File: config.mk
export PLATFORM = sky130hd
export DESIGN_NAME = p2s_arbiter
export DESIGN_NICKNAME = d
export VERILOG_FILES = /design/src/rtl/p2s_arbiter.sv
export SDC_FILE = /design/constraint.sdc
export NUM_CORES = 1
export LEC_CHECK = 0
export CAP_MARGIN = 10
export CORE_ASPECT_RATIO = 0.9
export CORE_MARGIN = 2
export CORE_UTILIZATION = 35
export DETAILED_ROUTE_END_ITERATION = 16
export HOLD_SLACK_MARGIN = 0.05
export PLACE_DENSITY = 0.72
export SLEW_MARGIN = 20
export SYNTH_ARGS = -nofsm -noshare
export SYNTH_HDL_FRONTEND = slang
export SYNTH_SLANG_ARGS = --single-unit
File: constraint.sdc
create_clock -name clk -period 1.5 [get_ports clk]
set_clock_uncertainty 0.05 [all_clocks]
set_input_delay 0.45 -clock clk [delete_from_list [all_inputs] [get_ports clk]]
set_output_delay 0.45 -clock clk [all_outputs]
set_load 0.005 [all_outputs]
File: src/rtl/p2s_arbiter.sv
// p2s_arbiter: round-robin owner selection for one shared parallel-to-serial
// converter. The winner's word is latched at launch, a one-cycle start is
// issued, and the owner gets a done pulse on finish or on watchdog abort.
module p2s_arbiter #(
  parameter int NUM_REQ        = 2,
  parameter int DATA_BITS      = 32,
  parameter int TIMEOUT_CYCLES = 1024,
  localparam int SEL_BITS      = $clog2(NUM_REQ)
) (
  input  logic                         clk,
  input  logic                         rst_n,
  input  logic [NUM_REQ-1:0]           req,
  input  logic [NUM_REQ*DATA_BITS-1:0] req_data,
  output logic [NUM_REQ-1:0]           grant,
  output logic [NUM_REQ-1:0]           done,
  output logic                         err,
  output logic [SEL_BITS-1:0]          sel,
  output logic                         p2s_start,
  output logic [DATA_BITS-1:0]         p2s_data,
  input  logic                         p2s_busy,
  input  logic                         p2s_finish
);

  // Watchdog width holds values 0..TIMEOUT_CYCLES-1.
  localparam int WD_BITS = $clog2(TIMEOUT_CYCLES);
  localparam logic [WD_BITS-1:0] WD_LAST = WD_BITS'(TIMEOUT_CYCLES - 1);

  typedef enum logic [1:0] {
    IDLE,
    WAIT,
    DONE
  } state_t;

  state_t                state, state_next;
  logic [SEL_BITS-1:0]   last, last_next;
  logic [SEL_BITS-1:0]   sel_next;
  logic [NUM_REQ-1:0]    grant_next, done_next;
  logic                  err_next, start_next;
  logic [DATA_BITS-1:0]  data_next;
  logic [WD_BITS-1:0]    wd, wd_next;
  logic                  abort, abort_next;

  logic                  hi_found, lo_found;
  logic [SEL_BITS-1:0]   hi_idx, lo_idx, winner;
  logic [DATA_BITS-1:0]  hi_word, lo_word, winner_word;

  // The converter busy flag never gates the FSM; it is only observed.
  logic                  busy_unused;
  assign busy_unused = p2s_busy;

  // Round-robin search: lowest requester above the last owner, else wrap to the lowest overall.
  always_comb begin
    hi_found = 1'b0;
    lo_found = 1'b0;
    hi_idx   = '0;
    lo_idx   = '0;
    hi_word  = '0;
    lo_word  = '0;
    for (int i = NUM_REQ - 1; i >= 0; i--) begin
      if (req[i] && (i > int'(last))) begin
        hi_found = 1'b1;
        hi_idx   = SEL_BITS'(i);
        hi_word  = req_data[i*DATA_BITS +: DATA_BITS];
      end
      if (req[i]) begin
        lo_found = 1'b1;
        lo_idx   = SEL_BITS'(i);
        lo_word  = req_data[i*DATA_BITS +: DATA_BITS];
      end
    end
    winner      = hi_found ? hi_idx : lo_idx;
    winner_word = hi_found ? hi_word : lo_word;
  end

  // Next-state and registered-output decode; everything holds unless a state says otherwise.
  always_comb begin
    state_next = state;
    last_next  = last;
    sel_next   = sel;
    grant_next = grant;
    done_next  = '0;
    err_next   = 1'b0;
    start_next = 1'b0;
    data_next  = p2s_data;
    wd_next    = wd;
    abort_next = abort;
    case (state)
      IDLE: begin
        if (lo_found) begin
          grant_next         = '0;
          grant_next[winner] = 1'b1;
          sel_next           = winner;
          data_next          = winner_word;
          start_next         = 1'b1;
          state_next         = WAIT;
        end
      end
      WAIT: begin
        wd_next = wd + WD_BITS'(1);
        if (p2s_finish) begin
          state_next = DONE;
        end else if (wd == WD_LAST) begin
          abort_next = 1'b1;
          state_next = DONE;
        end
      end
      DONE: begin
        done_next[sel] = 1'b1;
        err_next       = abort;
        grant_next     = '0;
        last_next      = sel;
        wd_next        = '0;
        abort_next     = 1'b0;
        state_next     = IDLE;
      end
      default: begin
        state_next = IDLE;
      end
    endcase
  end

  // State and output registers; reset parks requester NUM_REQ-1 as last so requester 0 wins first.
  always_ff @(posedge clk or negedge rst_n) begin
    if (!rst_n) begin
      state     <= IDLE;
      last      <= SEL_BITS'(NUM_REQ - 1);
      sel       <= '0;
      grant     <= '0;
      done      <= '0;
      err       <= 1'b0;
      p2s_start <= 1'b0;
      p2s_data  <= '0;
      wd        <= '0;
      abort     <= 1'b0;
    end else begin
      state     <= state_next;
      last      <= last_next;
      sel       <= sel_next;
      grant     <= grant_next;
      done      <= done_next;
      err       <= err_next;
      p2s_start <= start_next;
      p2s_data  <= data_next;
      wd        <= wd_next;
      abort     <= abort_next;
    end
  end

endmodule

; After elaboration in Yosys (flattened, before gate mapping)
; Cells that the tools add are included.
[word_totals]
register_bits = 53
inputBits = 70
out_inout_bits = 39
elab_cells = 60
[op_classes]
n_addsub = 1
magnitude_cmp = 5
eq_ne = 7
n_mux = 27
n_reduce_logical = 10
[op_table]
columns = op, count
row1 = two-way mux 32 bit, 4
row2 = one-hot mux 10 bit (2 select lines), 1
row3 = two-way mux 1 bit, 12
row4 = "adder 10 x 1 -> 10 bit, second input constant", 1
row5 = "== test 10 bit, second input constant", 1
row6 = two-way mux 2 bit, 5
row7 = one-hot mux 2 bit (2 select lines), 2
row8 = "!= test 2 bit, second input constant", 3
row9 = AND reduction 2 bit, 3
row10 = "< comparator 1 x 2 -> 1 bit, second input constant", 2
row11 = nonzero test 2 bit, 2
row12 = logical AND 1 bit, 3
row13 = "!= test 3 bit, second input constant", 1
row14 = AND reduction 3 bit, 1
row15 = demux 1 bit (select 1 bit), 2
row16 = "== test 2 x 1 -> 1 bit, second input constant", 1
row17 = "== test 2 bit, second input constant", 1
row18 = ">= comparator 1 bit, second input constant", 2
row19 = zero test 2 bit, 1
row20 = one-hot mux 1 bit (2 select lines), 1
row21 = "> comparator 1 bit, first input constant", 1

; Depth between registers and ports, before layout
[logic_depth]
depth_word = 10
mapped_depth = 7
depth_no_buf = 6

; Worst setup path before layout
; OpenSTA, ideal clock, no wires.
[synth_path]
path_type = reg-to-reg
start = register state[0]
end = register abort
setup_ns = 0.124
arrival_ns = 1.347
t_required_ns = 1.326
setup_slack_ns = -0.021
path_stages_with_launch = 7
path_buffers = 0
period_less_slack_ns = 1.521
path_cell_list = dfrtp_1 > inv_1 > ha_1 > nand4_1 > nor4_1 > o21ai_0 > o31a_1
[synth_via]
elab_chain_cells = 3
elab_cells_between_ends = 7
classes_between = 4 x eq/ne / 1 x mux / 2 x reduce/logical
[synth_rtl]
columns = item, line
row1 = from (decl), 34  ; state_t state, state_next;
row2 = from (signal assigned), 136  ; state <= state_next;
row3 = == test 2 x 1 -> 1 bit or == test 2 bit (tied branches), 87  ; case (state)
row4 = != test 2 bit (no source line) or nonzero test 2 bit (tied branches), --
row5 = AND reduction 3 bit (no source line), --
row6 = to (signal assigned), 145  ; abort <= abort_next;
row7 = to (decl), 41  ; logic abort, abort_next;
; Several ways; a longest one is shown, not always the timed one.
; A chain may end at the register's enable or synchronous reset.

; Worst setup path after layout
[layout_path]
start = register state[1]
end = register wd[8]
[layout_via]
elab_chain_cells = 2
elab_cells_between_ends = 4
classes_between = 2 x eq/ne / 1 x mux / 1 x reduce/logical
[layout_rtl]
columns = item, line
row1 = == test 2 bit or == test 2 x 1 -> 1 bit (tied branches), 87
row2 = one-hot mux 10 bit (2 select lines) or nonzero test 2 bit (tied branches), --
row3 = to (signal assigned), 144  ; wd <= wd_next;
row4 = to (decl), 40  ; logic [WD_BITS-1:0] wd, wd_next;
; Several ways; a longest one is shown, not always the timed one.

==> flow_summary.yaml <==
routing:
  wl_per_cell_um: 14.4
  avgViaCountPerCell: 4.95
  totalWireLength_mm: 6.76
  dr.first_iter.drc_count: 90
  dr.pass1.iters: 4
  vias: 2321
  ant_nets: 0
  drc: 0
synth:
  yosysTopAreaCell: "dfrtp_1"
  synth_most_common_cell: "nor2_1"
  yosys_register_bits: 53
  netlist_instances: 241
  netlist_area_um2: 2430
  yosys_warnings: 0
  synth.net_count: 316
  ys_seq_area_share_pct: 54.7
  synth_top_flop_cell: "dfrtp_1"
  synthDistinctLibCells: 35
  synth_common_cells: "nor2_1, dfrtp_1, a221oi_1, nand2_1"
  synth_edf_count: 0
  synth_top_cell_area_share_pct: 53.6
  synth.area.top_cells: "dfrtp_1, a221oi_1, nor2_1"
  postSynthAreaPerCell_um2: 10.1
  async_flop_share_pct: 100
floorplan:
  initial_utilization_pct: 36.5
  fp-row-count: 28
  core_um2: 6660
  io_pins: 109
  dieArea_um2: 7620
  dieHeight_um: 83.0
  fp.dieW_um: 91.8
outcome:
  status: "finished, violations left"
  failed_checks: "setup timing"
clock_network:
  cts_tree: "done"
  clockBufferDepth: 2
  cts.sink_count: 53
  htreeDepth: 2
  cts_hold_buf: 0
  path_clk_slew_ps: 90
  cts_buffers: 5
  clkLatencyLatePin_ps: 290
  root_buffer: "clkbuf_8"
final_layout:
  fillCellCount: 607
  diodes: 0
  final_nets: 453
  multi_input_area_um2: 1100
  finalInstanceArea_um2: 4020
  final_layout_size_suffix_gt1_share_pct: 17.2
  seqCellArea_um2: 1330
  syn2layout_area_growth_pct: 65.6
placed_design:
  hpwl_mm: 4.73
  placed_area_um2: 3790
  io_buffers: 107
  routabilityCongestion: 0.786
worst_setup_path:
  cp_max_fo: 4
  reg2reg_to: "wd[8]$_DFFE_PN0P_"
  crit_path_max_incr_delay_ps: 370
  critical_path_class: "flop to flop"
  rr_worst_depth: 5
  slowest_stage: "dfrtp_1"
  rr_startpoint: "state[1]$_DFFE_PN0P_"
  crit_required_ps: 1680
  cp.arrival_ps: 1700
  regToRegSetupSlack_ps: -20
  startpoint_type: "flop"
  crit_path_cell_trace: "inv_2, ha_4, nand4_1, or3_1, a21oi_1"
  endpoint_kind: "flop"
timing:
  setup_violations: 1
  layout_setup_ws_ps: -23.0
  tightestPinTransition_ps: 282
  slew_headroom_pct: 81.2
  finalCritPeriodShare_pct: 102
  hold_viol: 0
  fmax_ghz: 0.657
  rsz0062_at_grt: "yes"
  slew_violations: 0
  period_needed_ps: 1520
power_and_ir_drop:
  p_leak_nw: 1.82
  cellPowerDensity_nw_per_um2: 1740
  irDropWorstVdd_mv: 0.755
  finalPower_w: 0.00698
grt:
  antenna_found_initial: 0
  track_usage_pct: 18.2
  grt_pass1_wl_mm: 11.2
  grt_pass1_vias: 2316
  grt_max_degree: 54
  overflow: 0
run:
  cap_viol_max_count: 0
min_path:
  min_path_type: "primary input to async pin"
[state kept, by name, summed over array words and instances, names as in the netlist]
signal     flops
p2s_data      32
wd            10
done           2
grant          2
state          2
abort          1
err            1
last           1
p2s_start      1
sel            1
[how the worst max path moves through the flow]
stage                                    start                       to  slack [ps]
after floorplan           state[0]$_DFFE_PN0P_        wd[6]$_DFFE_PN0P_          -4
after global placement                  req[0]  p2s_data[9]$_DFFE_PN0P_        -410
after detailed placement                req[0]  p2s_data[4]$_DFFE_PN0P_        -440
after CTS                 state[1]$_DFFE_PN0P_        wd[6]$_DFFE_PN0P_         -40
after global routing      state[1]$_DFFE_PN0P_        wd[8]$_DFFE_PN0P_        -180
final                     state[1]$_DFFE_PN0P_        wd[8]$_DFFE_PN0P_         -20
[critical path, delay by kind of cell (launching register included)]
family,cells,cell delay [ps]
AO/OA/AOI/OAI,1,150
adder cells (fa/ha/maj),1,260
buffers and inverters,1,60
flip-flops,1,370
AND/OR/NAND/NOR,2,550
[cell type report]
cell class	instances	area share, %
inverter	8	0.809
sequential	53	33.0
clock buffer	7	1.90
timing repair buffer	144	33.9
tap	90	2.80
multi-input combinational	166	27.4
clock inverter	1	0.125
[what timing repair did]
action / CTS / global route
buffers inserted: 8 / 7
setup endpoints to repair: 75 / 41
gates resized for setup: 46 / 17
pin swaps: 2 / 7
[cell usage in the layout, fill, tap and decap left out, types with 4 or more instances in the layout]
| cell | netlist | routed |
|---|---|---|
| a21oi_1 | 6 | 6 |
| a221oi_1 | 23 | 22 |
| a32oi_1 | 9 | 9 |
| and2_1 | 5 | 5 |
| buf_12 | 0 | 5 |
| buf_4 | 0 | 32 |
| clkbuf_8 | 0 | 5 |
| clkdlybuf4s15_1 | 0 | 6 |
| clkdlybuf4s50_1 | 0 | 65 |
| dfrtp_1 | 52 | 52 |
| dlygate4sd2_1 | 0 | 35 |
| inv_1 | 7 | 5 |
| nand2_1 | 22 | 22 |
| nand3_1 | 5 | 4 |
| nor2_1 | 53 | 53 |
| o21ai_0 | 5 | 4 |
| xor2_1 | 4 | 4 |
[kinds of logic after synthesis]
kind of cell	share of synthesized area [%]
and+or+nand+nor	18.2
AOI/OAI and AO/OA	17.7
DFF	54.7
buffers and inverters	3.87
adders and majority gates	2.58
xor gates and xnor gates	1.44
muxes	1.55
[where the power goes]
part	internal, W	switching (W)
Sequential	0.00208	0.000370
Combinational	0.00205	0.00172
Clock	0.000329	0.000432
[per-layer routing]
metal	track usage (%)	up-vias	part of all wire, %
met5	0	-	0
met4	4.88	0	1.0
met3	3.09	5	6.1
met2	30.5	78	49
met1	24.6	1101	44
li1	-	1137	-
[stage by stage]
| step | instances | setup TNS [ps] | utilization [%] | hold WS (ps) | setup slack, ps |
|---|---|---|---|---|---|
| after global routing | 469 | -717 | 60.4 | 94.8 | -175 |
| after CTS | 463 | -84.3 | 58.6 | 88.0 | -42.3 |
| after detailed placement | 447 | -14400 | 57.0 | 401 | -438 |
| after floorplan | 241 | -7.14 | - | 104 | -3.63 |
| after global placement | 447 | -13920 | 57.0 | 395 | -411 |
| final | 469 | -23.0 | 60.4 | 84.7 | -23.0 |
(Power assumes the default switching activity.)
